--- src/rtl/bf2ii_stage.sv ---
// Radix-2^2 SDF type-II butterfly stage with built-in sel/t, valid and sof sequencing.
// Optional build macro BF2II_SCALE_EN: butterfly sum/difference halved with round-half-up.
module bf2ii_stage #(
  parameter int data_resolution = 16,
  parameter int delay_num       = 1,
  parameter int ff_out_en       = 0
) (
  input  logic                       sys_clk,
  input  logic                       sys_nrst,
  input  logic                       sys_en,
  input  logic                       din_valid,
  input  logic                       din_sof,
  input  logic [data_resolution-1:0] din_r,
  input  logic [data_resolution-1:0] din_i,
  output logic                       dout_valid,
  output logic                       dout_sof,
  output logic [data_resolution-1:0] dout_r,
  output logic [data_resolution-1:0] dout_i
);

  localparam int N  = data_resolution;
  localparam int LW = $clog2(delay_num);
  localparam int CW = $clog2(4 * delay_num);

  logic          advance, filled, sel, t;
  logic [CW-1:0] cnt, cidx, fill_cnt;
  logic [N-1:0]  x_r, x_i, d_r, d_i;
  logic [N-1:0]  bf_r, bf_i, dl_in_r, dl_in_i;
  logic          out_valid, out_sof;
  logic [N-1:0]  dl_r [delay_num];
  logic [N-1:0]  dl_i [delay_num];

  function automatic logic [N-1:0] bf_op(input logic [N-1:0] a, input logic [N-1:0] b,
                                         input logic sub);
`ifdef BF2II_SCALE_EN
    logic [N:0] v;
    v = sub ? ({a[N-1], a} - {b[N-1], b}) : ({a[N-1], a} + {b[N-1], b});
    v = v + (N+1)'(1);
    return v[N:1];
`else
    return sub ? (a - b) : (a + b);
`endif
  endfunction

  always_comb begin
    advance = sys_en & din_valid;
    // a frame start overrides the running count and restarts the sel/t sequence
    cidx    = din_sof ? '0 : cnt;
    sel     = cidx[LW];
    t       = cidx[LW+1];
    if (sel & t) begin
      x_r = din_i;
      x_i = -din_r;
    end else begin
      x_r = din_r;
      x_i = din_i;
    end
    d_r = dl_r[delay_num-1];
    d_i = dl_i[delay_num-1];
    if (sel) begin
      bf_r    = bf_op(d_r, x_r, 1'b0);
      bf_i    = bf_op(d_i, x_i, 1'b0);
      dl_in_r = bf_op(d_r, x_r, 1'b1);
      dl_in_i = bf_op(d_i, x_i, 1'b1);
    end else begin
      bf_r    = d_r;
      bf_i    = d_i;
      dl_in_r = x_r;
      dl_in_i = x_i;
    end
    out_valid = advance & filled;
    out_sof   = out_valid & (cidx == CW'(delay_num));
  end

  always_ff @(posedge sys_clk or negedge sys_nrst) begin
    if (!sys_nrst) begin
      cnt      <= '0;
      fill_cnt <= '0;
      filled   <= 1'b0;
      for (int k = 0; k < delay_num; k++) begin
        dl_r[k] <= '0;
        dl_i[k] <= '0;
      end
    end else if (advance) begin
      cnt <= cidx + CW'(1);
      if (!filled) begin
        fill_cnt <= fill_cnt + CW'(1);
        if (fill_cnt == CW'(delay_num - 1)) filled <= 1'b1;
      end
      dl_r[0] <= dl_in_r;
      dl_i[0] <= dl_in_i;
      for (int k = 1; k < delay_num; k++) begin
        dl_r[k] <= dl_r[k-1];
        dl_i[k] <= dl_i[k-1];
      end
    end
  end

  generate
    if (ff_out_en != 0) begin : g_ff_out
      always_ff @(posedge sys_clk or negedge sys_nrst) begin
        if (!sys_nrst) begin
          dout_valid <= 1'b0;
          dout_sof   <= 1'b0;
          dout_r     <= '0;
          dout_i     <= '0;
        end else if (sys_en) begin
          dout_valid <= out_valid;
          dout_sof   <= out_sof;
          dout_r     <= bf_r;
          dout_i     <= bf_i;
        end
      end
    end else begin : g_comb_out
      assign dout_valid = out_valid;
      assign dout_sof   = out_sof;
      assign dout_r     = bf_r;
      assign dout_i     = bf_i;
    end
  endgenerate

endmodule
--- config.mk ---
export PLATFORM = sky130hd
export DESIGN_NAME = bf2ii_stage
export DESIGN_NICKNAME = d
export VERILOG_FILES = /design/src/rtl/bf2ii_stage.sv
export SDC_FILE = /design/constraint.sdc
export NUM_CORES = 1
export LEC_CHECK = 0
export BUFFER_PORTS_ARGS = -buffer_cell sky130_fd_sc_hd__clkbuf_2
export CORE_AREA = 2 2 104 106
export DETAILED_ROUTE_END_ITERATION = 16
export DIE_AREA = 0 0 106 108
export PLACE_DENSITY = 0.86
export SYNTH_ARGS = -nofsm -noshare
export SYNTH_HDL_FRONTEND = slang
export SYNTH_SLANG_ARGS = --single-unit
--- constraint.sdc ---
create_clock -name sys_clk -period 5.2 [get_ports sys_clk]
set_input_delay 0.52 -clock sys_clk [delete_from_list [all_inputs] [get_ports sys_clk]]
set_output_delay 0.52 -clock sys_clk [all_outputs]
set_load 0.005 [all_outputs]
==> metrics.sh, run 1 <==
POSTSYNTHREGISTERBITS=37
POST_ROUTE_CELLS_DRIVE_ABOVE_1_SHARE_PCT=14.9
CTS_HOLD_BUF=0
ENDPOINT_REQUIRED_TIME_ON_THE_CRITICAL_PATH_NS=4.68
POSTROUTEANTENNANETS=0
ANTENNADIODECOUNT=0
POWER_DENSITY_nW_PER_UM2=316
CTS_MADE_BUFFERS=5
ACHIEVABLE-FREQUENCY_MHz=216
PLACE.DETAILED.INSTANCES=895
YOSYSWARNINGS=0
CORE_UM2=10200
DIE_WIDTH_UM=106
CRITPATHCAPTURETYPE='primary output'
DIEAREA_UM2=11400
TIMING.FINAL.HOLD_VIOLATIONS=0
DRT_DRC_VIOLATIONS_LEFT=0
DR.PASS1.ITERS=5
CLKSLEWWORSTSETUPHOLDPATHS_NS=0.09
VIA_COUNT_OF_THE_FIRST_GLOBAL_ROUTING_PASS=4774
INSTANCES_NO_FILL=903
SYN-MEAN-INSTANCE-AREA_UM2=7.60
SLEW_AT_THE_PIN_CLOSEST_TO_ITS_MAX_SLEW_LIMIT_NS=1.06
CTS_TREE='yes'
YS.FLOP_TYPE='sky130_fd_sc_hd__dfrtp_1'
TIMING.CRITICAL_PATH.FROM_TYPE='flip-flop'
MAPPEDNETLISTNETS=827
WORST-SETUP-PATH-TYPE='flip-flop to primary output'
DETAILED_PLACE.AREA_UM2=5880
P_LEAK_nW=2.82
ROUTE.DETAILED.WL_PER_INST_UM=14.7
FINAL_CELL_AREA_UM2=5960
DPL.HPWL_UM=10100
YOSYSUNIQUECELLTYPES=61
IRDROPWORSTVDD_mV=0.141
CTS_ROOT_BUFFER='sky130_fd_sc_hd__clkbuf_8'
ROUTE.FINAL.WIRE_LENGTH_UM=13200
GLOBAL_ROUTE_WIRE_LENGTH_BEFORE_REPAIR_UM=22100
GROUTE.USAGE.OVERALL_PCT=23.8
GRT.OVERFLOW.TOTAL=0
SYNTH_CELLS=715
CLOCK_SKEW_NS=0.00717
DRT-VIAS-PER-INSTANCE=5.57
RSZ0062_AT_GRT='false'
SYN2LAYOUT_AREA_GROWTH_PCT=9.62
TOTAL_POWER_mW=1.88
CTS_RESIZED=0
SETUP-TNS-FINAL_NS=0
GRT_ANTENNA_BEFORE_REPAIR=0
FINAL_PERIOD_MINUS_WORST_SETUP_SLACK_NS=4.64
DIE_HEIGHT_UM=108
FINISH.NET_COUNT=878
DETAILROUTE.VIA_COUNT=5033
SYN_AREA_UM2=5440
PLACE.PORT_BUFFERS=70
YOSYSSEQAREASHARE_PCT=17.0
CLOCK_PATH_BUFFERS=2
PLACE.GP.CONGESTION=0.889
PATH_MAX_FANOUT=23
ARRIVAL_TIME_AT_THE_WORST_ENDPOINT_NS=4.12
YS_ASYNC_SR_FRACTION_PCT=100
CTS_SINK_CNT=37
WORSTHOLDPATHTYPE='input port to async pin'
CAP_VIOL_MAX_COUNT=0
DRV_SLEW=0
CTS_HTREE_LEVELS=2
FINALCRITPERIODSHARE_PCT=89.2
SETUP_VIOLATIONS_FINAL=0
MAXSLEWHEADROOM_PCT=29.3
FINISH.UTILIZATION_PCT=58.2
OUTCOME='finished clean'
STD_CELL_ROWS=37
IO-PIN-COUNT=71
INITIAL_STANDARD_CELL_UTILIZATION_OF_THE_CORE_PCT=53.1
MAXIMUM_NUMBER_OF_PINS_ON_ONE_NET_BEFORE_GLOBAL_ROUTE_REPAIR=78
CTS_POST_SETUP_BUFFERS_INSERTED=0
WORSTSKEWPAIRLATENCY_NS=0.31
SYNTH_ENABLE_FLOP_CELLS=0
DRT_FIRST_ITER_VIOLATIONS=216
-- cell usage after synthesis (all sizes together) (2+ instances only) --
cell	instances	share of area, %
ha	71	16
nand2	83	5.7
dfrtp	37	17
nand2b	14	1.6
mux2i	28	5.4
a31o	3	0.48
o22ai	2	0.23
inv	59	4.1
o21bai	5	0.69
a41oi	2	0.32
o221ai	8	1.3
a21boi	3	0.41
or3	2	0.23
xor2	13	2.1
a21o	10	1.4
clkbuf	20	1.4
o21ai	63	5.8
or2	3	0.35
buf	10	0.78
o21a	6	0.83
o41ai	3	0.90
a211oi	7	0.97
nor4	5	0.97
a31oi	6	0.69
nor3	14	1.3
fa	4	1.5
a21oi	55	5.1
a22o	2	0.32
o31ai	8	1.5
nor2b	14	1.6
mux2	10	2.1
and2	4	0.46
nor2	69	4.8
o211ai	6	0.83
or4	3	0.48
o2bb2ai	2	0.32
xnor2	46	7.4
nand3	3	0.37
-- critical path, stage by stage (launching register included) --
cell and delay (ns):
sky130_fd_sc_hd__dfrtp_1 0.35, sky130_fd_sc_hd__nor2b_1 0.20, sky130_fd_sc_hd__ha_2 0.26, sky130_fd_sc_hd__buf_4 0.35, sky130_fd_sc_hd__mux2_2 0.41, sky130_fd_sc_hd__ha_1 0.39
sky130_fd_sc_hd__and2_1 0.21, sky130_fd_sc_hd__a211oi_1 0.33, sky130_fd_sc_hd__nor3b_1 0.12, sky130_fd_sc_hd__o21a_1 0.19, sky130_fd_sc_hd__o21ai_0 0.27, sky130_fd_sc_hd__a21boi_0 0.19
sky130_fd_sc_hd__xnor2_1 0.15, sky130_fd_sc_hd__o21ai_0 0.21, sky130_fd_sc_hd__clkbuf_2 0.16
-- flip-flops by register name, indices dropped and copies added (netlist names) --
register,cells
cnt,2
d_i,16
d_r,16
fill_cnt,2
filled,1
-- cell usage in the layout, fill, tap and decap left out, drive strengths merged, types with 2 or more instances in the layout --
| master | n |
|---|---|
| o22ai | 2 |
| nor2 | 69 |
| nand3 | 3 |
| o41ai | 3 |
| buf | 4 |
| ha | 71 |
| a41oi | 2 |
| mux2 | 10 |
| o21ai | 63 |
| a31o | 3 |
| clkbuf | 76 |
| mux2i | 28 |
| and2 | 4 |
| o221ai | 8 |
| o21bai | 5 |
| o211ai | 6 |
| xor2 | 13 |
| a21boi | 3 |
| a22o | 2 |
| nand2 | 83 |
| o2bb2ai | 2 |
| nor3 | 14 |
| o21a | 6 |
| a21oi | 55 |
| a31oi | 6 |
| dfrtp | 37 |
| a211oi | 7 |
| or2 | 3 |
| clkinv | 3 |
| nor4 | 5 |
| nand2b | 14 |
| fa | 4 |
| inv | 59 |
| o31ai | 8 |
| xnor2 | 46 |
| nor2b | 14 |
| a21o | 10 |
| or4 | 3 |
| or3 | 2 |
-- logic make-up (layout without fill, tap and decap cells) --
logic type / after synthesis / after routing / synth area share [%]
buffers and inverters: 90 / 142 / 6.31
DFF: 37 / 37 / 17.0
adders and majority gates: 75 / 75 / 17.8
muxes: 38 / 38 / 7.53
and+or+nand+nor: 218 / 218 / 18.4
xor gates and xnor gates: 59 / 59 / 9.51
AOI/OAI and AO/OA: 198 / 198 / 23.4
-- per-stage QoR --
stage | worst slack (ns) | hold slack (ns)
floorplan | 0.203 | 0.224
global placement | 0.684 | 0.456
detailed placement | 0.599 | 0.456
CTS | 0.568 | 0.423
global route | 0.170 | 0.454
finish | 0.564 | 0.380
-- layer usage --
metal / vias up / GRT usage (%) / share of wire [%] / wire length, um
met1: 2350 / 30.4 / 46 / 6080
met5: - / 0 / 0 / 0
met3: 24 / 3.13 / 3.3 / 440
met4: 0 / 7.42 / 2.5 / 332
li1: 2565 / - / - / -
met2: 94 / 41.9 / 48 / 6370
-- final cells by class --
| type | instances | area (um^2) |
|---|---|---|
| clock inverter | 2 | 10.0 |
| inverter | 60 | 225 |
| timing repair buffer | 74 | 380 |
| fill | 917 | 4270 |
| sequential | 37 | 926 |
| clock buffer | 6 | 72.6 |
| tap | 136 | 170 |
| multi-input combinational | 588 | 4170 |
-- path summary, 6_finish.rpt --
path | from | slack [ns] | endpoint | cells past startpoint
worst max register to register | cnt[1] | 1.18 | d_r[15] | 14
worst min register to register | cnt[1] | 0.48 | cnt[1] | 2
worst min-delay path | sys_nrst | 0.38 | d_i[0] | 1
worst max-delay path | cnt[1] | 0.56 | dout_i[12] | 14
max in group asynchronous | sys_nrst | 4.16 | d_r[10] | 1
min in group sys_clk | cnt[1] | 0.48 | cnt[1] | 2
-- power breakdown --
part | internal (mW) | switching, mW | leakage [nW]
Combinational | 0.551 | 0.681 | 2.33
Clock | 0.0933 | 0.123 | 0.0450
Sequential | 0.354 | 0.0783 | 0.452
Total | 0.999 | 0.883 | 2.82
Power figures use the tool's default switching activity.
==> inputs of run 2 (changes only) <==
- CORE_AREA: 2 2 104 106 -> 2 2 99 101
- DIE_AREA: 0 0 106 108 -> 0 0 101 103
- PLACE_DENSITY: 0.86 -> 0.89
- clock period: 5.2 -> 4.4 ns (I/O delays scaled with it)
==> run 2 against run 1 <==
Compared with the run above:
- sequential power increased by 18%
- utilization increased by 6.8 points
- worst setup slack got worse by 0.37 ns
- clock skew decreased by 0.00073 ns
- first-iteration DRC count increased by 44%
- global-route usage increased by 4.0 points
- critical path type unchanged
- critical endpoint is now dout_r[15]
- highest routed layer unchanged
==> metrics.sh, run 2 (synthesized netlist as in run 1, its figures left out) <==
POSTROUTEANTENNANETS=0
CTS_TREE='yes'
WORST_SETUP_PATH_STARTPOINT='cnt[1]'
WORSTSKEWPAIRLATENCY_NS=0.30
DRT_DRC_VIOLATIONS_LEFT=0
FINALWORSTSETUPSLACK_NS=0.195
TIMING.CRITICAL_PATH.FROM_TYPE='flip-flop'
DR.MAX_LAYER_USED='met4'
MAXIMUM_NUMBER_OF_PINS_ON_ONE_NET_BEFORE_GLOBAL_ROUTE_REPAIR=78
CTS_SINK_CNT=37
SETUP.WORST_PATH.END='dout_r[15]'
DR.PASS1.ITERS=5
FINAL_CELL_AREA_UM2=6150
CTS_HTREE_LEVELS=2
ENDPOINT_REQUIRED_TIME_ON_THE_CRITICAL_PATH_NS=3.96
PLACE.GP.CONGESTION=1.00
FINISH.UTILIZATION_PCT=65.1
ROUTE.FINAL.WIRE_LENGTH_UM=14300
DP_SLACK_NS=0.103
CORE_UM2=9460
LAYOUT.CELLS.MOST_COMMON='sky130_fd_sc_hd__nand2_1'
MET2WIRELENGTH_UM=6700
DIE_WIDTH_UM=101
ROUTE.DETAILED.WL_PER_INST_UM=16.0
WORST-SETUP-PATH-TYPE='flip-flop to primary output'
STD_CELL_ROWS=36
FINISH.NET_COUNT=892
GROUTE.USAGE.OVERALL_PCT=27.8
GRT.OVERFLOW.TOTAL=0
DETAILROUTE.VIA_COUNT=5255
INSTANCES_NO_FILL=895
R2R_CELLS=14
DRV_SLEW=0
INITIAL_STANDARD_CELL_UTILIZATION_OF_THE_CORE_PCT=57.5
FINAL_PERIOD_MINUS_WORST_SETUP_SLACK_NS=4.21
FINALCRITPERIODSHARE_PCT=95.6
SYN2LAYOUT_AREA_GROWTH_PCT=13.2
MET3ROUTEDLENGTH_UM=732
POWER_DENSITY_nW_PER_UM2=398
SLEW_AT_THE_PIN_CLOSEST_TO_ITS_MAX_SLEW_LIMIT_NS=0.734
ACHIEVABLE-FREQUENCY_MHz=238
SETUP-TNS-FINAL_NS=0
WORSTHOLDPATHTYPE='input port to async pin'
TIMING.FINAL.HOLD_VIOLATIONS=0
REG2REG_SLACK_NS=0.68
RR_ENDPOINT='d_i[15]'
IO-PIN-COUNT=71
POST_ROUTE_CELLS_DRIVE_ABOVE_1_SHARE_PCT=17.5
GRT_ANTENNA_BEFORE_REPAIR=0
CTS_MADE_BUFFERS=5
ANTENNADIODECOUNT=0
CLKSLEWWORSTSETUPHOLDPATHS_NS=0.08
DPL.HPWL_UM=10700
OUTCOME='finished clean'
DETAILED_PLACE.AREA_UM2=5960
CRITPATHCAPTURETYPE='primary output'
P_LEAK_nW=2.93
WIRELENGTH_MET1_UM=6370
CTS_ROOT_BUFFER='sky130_fd_sc_hd__clkbuf_8'
DIE_HEIGHT_UM=103
GLOBAL_ROUTE_WIRE_LENGTH_BEFORE_REPAIR_UM=23100
DRT-VIAS-PER-INSTANCE=5.87
FINAL_CELL_MIX='sky130_fd_sc_hd__nand2_1 (83), sky130_fd_sc_hd__ha_1 (70), sky130_fd_sc_hd__clkbuf_2 (70), sky130_fd_sc_hd__nor2_1 (68), sky130_fd_sc_hd__o21ai_0 (61)'
VIA_COUNT_OF_THE_FIRST_GLOBAL_ROUTING_PASS=4746
SETUP_VIOLATIONS_FINAL=0
DRT_FIRST_ITER_VIOLATIONS=311
PLACE.DETAILED.INSTANCES=886
MAXSLEWHEADROOM_PCT=51.1
ARRIVAL_TIME_AT_THE_WORST_ENDPOINT_NS=3.77
R2R-START='cnt[1]'
DIEAREA_UM2=10400
CLOCK_PATH_BUFFERS=2
PATH_MAX_FANOUT=13
IRDROPWORSTVDD_mV=0.250
CLOCK_SKEW_NS=0.00644
PLACE.PORT_BUFFERS=70
CAP_VIOL_MAX_COUNT=0
run 2: metal layers:
metal  GRT usage (%)  vias to the layer above
li1                -                     2594
met1            37.8                     2437
met2            45.9                      193
met3            2.24                       31
met4            11.2                        0
met5               0                        -
run 2: stage by stage:
step / total power, mW / hold WS [ns]
after floorplan: 1.61 / 0.144
after CTS: 2.40 / 0.218
after global routing: 2.66 / 0.252
after detailed placement: 2.02 / 0.458
final: 2.45 / 0.193
after global placement: 1.98 / 0.454
run 2: timing repair:
| item | CTS | global route |
|---|---|---|
| hold buffers | 0 | 0 |
| setup endpoints to repair | 2 | 9 |
| hold endpoints to repair | 0 | 0 |
| gates resized for setup | 1 | 12 |
| pin swaps | 1 | 1 |
| setup buffers | 0 | 1 |
run 2: how the worst min path moves through the flow:
stage,startpoint,end,slack [ns],cells after the start
after floorplan,sys_nrst,cnt[0],0.14,0
after global placement,cnt[1],cnt[1],0.45,2
after detailed placement,cnt[1],cnt[1],0.46,2
after CTS,sys_nrst,d_i[15],0.22,2
after global routing,sys_nrst,d_i[8],0.25,2
final,sys_nrst,d_i[12],0.19,2
run 2: worst max-delay path: stages (launching register included):
cell and delay (ns):
sky130_fd_sc_hd__dfrtp_1 0.34, sky130_fd_sc_hd__nor2b_2 0.20, sky130_fd_sc_hd__ha_4 0.21, sky130_fd_sc_hd__buf_12 0.16, sky130_fd_sc_hd__mux2_2 0.39, sky130_fd_sc_hd__ha_1 0.38, sky130_fd_sc_hd__o21a_1 0.21, sky130_fd_sc_hd__o21ai_0 0.14
sky130_fd_sc_hd__a21oi_1 0.10, sky130_fd_sc_hd__o21ai_0 0.30, sky130_fd_sc_hd__nand3_1 0.11, sky130_fd_sc_hd__a31oi_1 0.28, sky130_fd_sc_hd__xor2_1 0.18, sky130_fd_sc_hd__nand2_1 0.08, sky130_fd_sc_hd__xnor2_1 0.22, sky130_fd_sc_hd__clkbuf_2 0.16
run 2: layout make-up:
type	count	area [um^2]
Sequential cell	37	926
Timing Repair Buffer	88	498
Multi-Input combinational cell	588	4230
Tap cell	114	143
Clock inverter	3	65.1
Clock buffer	5	68.8
Fill cell	784	3300
Inverter	60	225
run 2: power breakdown:
part / internal [mW] / leakage (nW) / switching, mW / total [mW]
clock network: 0.226 / 0.0681 / 0.141 / 0.367
logic: 0.691 / 2.41 / 0.884 / 1.58
registers: 0.418 / 0.452 / 0.0898 / 0.508
total: 1.33 / 2.93 / 1.12 / 2.45
==> inputs of run 3 (changes only) <==
--- a/config.mk
+++ b/config.mk
@@ -12,2 +12,3 @@
 export PLACE_DENSITY = 0.89
+export REMOVE_ABC_BUFFERS = 1
 export SYNTH_ARGS = -nofsm -noshare
--- a/constraint.sdc
+++ b/constraint.sdc
@@ -3,2 +3,2 @@
 set_output_delay 0.44 -clock sys_clk [all_outputs]
-set_load 0.005 [all_outputs]
+set_load 0.02 [all_outputs]
==> run 3 against run 2 <==
Compared with the run above:
- flip-flop and latch count unchanged
- clock skew up 0.0043 ns
- sequential share of layout area grew 0.15 points
- highest routed layer unchanged
- non-clock buffer count shrank 3
- cell count fell by 0.45%
- cell area fell by 1.0%
- global-route usage decreased by 1.2 points
- worst hold slack improved by 0.10 ns
==> metrics.sh, run 3 (synthesized netlist as in run 1, its figures left out) <==
DPL.HPWL_UM=9930
SYN2LAYOUT_AREA_GROWTH_PCT=12.1
HOLD-WORST-SLACK_NS=0.298
DRT_DRC_VIOLATIONS_LEFT=0
CRITICAL_PATH.SLOWEST_CELL='sky130_fd_sc_hd__fa_1'
DIE_WIDTH_UM=101
WORSTSKEWPAIRLATENCY_NS=0.31
COMB_POWER_SHARE_PCT=67.9
FINISH.NET_COUNT=889
GRT.OVERFLOW.TOTAL=0
DRT_FIRST_ITER_VIOLATIONS=232
SETUP_VIOLATIONS_FINAL=0
ROUTE.DETAILED.WL_PER_INST_UM=15.3
WORSTHOLDPATHTYPE='input port to async pin'
SLEW_AT_THE_PIN_CLOSEST_TO_ITS_MAX_SLEW_LIMIT_NS=1.04
R2R_CELLS=15
PLACE.PORT_BUFFERS=70
DR.PASS1.ITERS=5
DETAILROUTE.VIA_COUNT=5208
FINALCRITPERIODSHARE_PCT=96.5
INITIAL_STANDARD_CELL_UTILIZATION_OF_THE_CORE_PCT=57.5
PATH_MAX_FANOUT=7
CRITPATHCAPTURETYPE='primary output'
POST_ROUTE_CELLS_DRIVE_ABOVE_1_SHARE_PCT=17.8
ACHIEVABLE-FREQUENCY_MHz=236
POSTROUTEANTENNANETS=0
POWER.SHARE.SWITCHING_PCT=49.1
PWR-SHARE-CLK_PCT=11.0
CAP_VIOL_MAX_COUNT=0
RR_ENDPOINT='d_i[15]'
ENDPOINT_REQUIRED_TIME_ON_THE_CRITICAL_PATH_NS=3.96
DRV_SLEW=0
DRT-VIAS-PER-INSTANCE=5.85
CLOCK_SKEW_NS=0.0107
TOTAL_POWER_mW=2.42
ANTENNADIODECOUNT=0
STD_CELL_ROWS=36
OUTCOME='finished clean'
CORE_UM2=9460
GROUTE.USAGE.OVERALL_PCT=26.5
CP_CELL_SEQUENCE='nor2b_1, ha_2, buf_4, mux2_2, fa_1, a21oi_1, o21bai_2, a211oi_2, nor3b_2, o21a_1, o21ai_1, a21boi_0, xnor2_1, o21ai_0, buf_2'
FINAL_CELL_AREA_UM2=6090
POWER_DENSITY_nW_PER_UM2=397
LAYOUT.CELLS.MOST_COMMON='sky130_fd_sc_hd__nand2_1'
DIEAREA_UM2=10400
POWER_SHARE_OF_THE_SEQUENTIAL_GROUP_PCT=21.0
IRDROPWORSTVDD_mV=0.154
TIMING.FINAL.HOLD_VIOLATIONS=0
GRT_ANTENNA_BEFORE_REPAIR=0
CLKSLEWWORSTSETUPHOLDPATHS_NS=0.09
SWITCHINGPOWER_mW=1.19
PLACE.GP.CONGESTION=0.913
WORST-SETUP-PATH-TYPE='flip-flop to primary output'
CTS_SINK_CNT=37
FINAL_PERIOD_MINUS_WORST_SETUP_SLACK_NS=4.24
IO-PIN-COUNT=71
MAXSLEWHEADROOM_PCT=30.8
TIMING.CRITICAL_PATH.FROM_TYPE='flip-flop'
R2R-START='cnt[1]'
CRITICAL_PATH.MAX_STAGE_DELAY_NS=0.44
P_LEAK_nW=2.90
POWER.INTERNAL_mW=1.23
FINAL_LAYOUT_FILL_CELL_COUNT=771
CTS_POST_SETUP_BUFFERS_INSERTED=0
RSZ0062_AT_GRT='true'
DETAILED_PLACE.AREA_UM2=5930
CTS_HTREE_LEVELS=2
SETUP-TNS-FINAL_NS=0
REG2REG_SLACK_NS=0.48
ARRIVAL_TIME_AT_THE_WORST_ENDPOINT_NS=3.80
DIE_HEIGHT_UM=103
VIA_COUNT_OF_THE_FIRST_GLOBAL_ROUTING_PASS=5030
WORST_SETUP_PATH_STARTPOINT='cnt[1]'
CTS_MADE_BUFFERS=5
ROUTE.FINAL.WIRE_LENGTH_UM=13600
CLOCK_PATH_BUFFERS=2
CTS_ROOT_BUFFER='sky130_fd_sc_hd__clkbuf_8'
FINAL_CELL_MIX='sky130_fd_sc_hd__nand2_1 (82), sky130_fd_sc_hd__ha_1 (70), sky130_fd_sc_hd__clkbuf_2 (69), sky130_fd_sc_hd__nor2_1 (68), sky130_fd_sc_hd__inv_1 (59)'
GLOBAL_ROUTE_WIRE_LENGTH_BEFORE_REPAIR_UM=22500
SEQUENTIAL_CELL_AREA_UM2=926
MAXIMUM_NUMBER_OF_PINS_ON_ONE_NET_BEFORE_GLOBAL_ROUTE_REPAIR=78
CTS_TREE='yes'
FINISH.UTILIZATION_PCT=64.4
MULTI_INPUT_AREA_UM2=4250
## run 3: critical path: cells and delay by family, from the launching register on
family          cells  cell delay (ns)
flops               1             0.34
xor+xnor            1             0.14
buf+inv             2             0.38
compound gates      7             1.29
fa+ha+maj           2             0.67
mux                 1             0.41
simple gates        2             0.27
## run 3: per-layer routing
layer	vias to the layer above	share of wire (%)	GRT usage, %
li1	2598	-	-
met1	2407	44	34.0
met2	165	48	45.4
met3	38	4.8	2.51
met4	0	3.5	12.5
met5	-	0	0
## run 3: per-stage QoR
step | cells | worst slack (ns)
6_report | 891 | 0.155
5_1_grt | 891 | -0.0119
4_1_cts | 891 | 0.0232
3_5_place_dp | 884 | 0.143
3_3_place_gp | 884 | 0.194
2_1_floorplan | 685 | -2.82
## run 3: power groups by stage
stage	clock network [mW]	registers [mW]	logic, mW
final	0.266	0.508	1.64
after global routing	0.278	0.519	1.83
after CTS	0.265	0.505	1.60
after detailed placement	0	0.510	1.58
after global placement	0	0.508	1.55
after floorplan	0	0.487	1.22
## run 3: worst max path at each step
stage	end	slack, ns	cells past startpoint
finish	dout_i[12]	0.16	15
global route	dout_i[14]	-0.01	15
CTS	dout_r[15]	0.02	16
detailed placement	dout_r[15]	0.14	18
global placement	dout_i[12]	0.19	17
floorplan	dout_i[12]	-2.82	15
## run 3: area by class of cell
cell class                      count  area share [%]
Multi-Input combinational cell    588            69.7
Sequential cell                    37            15.2
Timing Repair Buffer               85            7.66
Inverter                           60            3.70
Tap cell                          114            2.34
Clock buffer                        7            1.42
## run 3: timing repair
item                                    CTS  global route
hold buffers                              0             0
resized for setup                         0            22
endpoints found under the hold margin     0             0
endpoints found under the setup margin    0             8
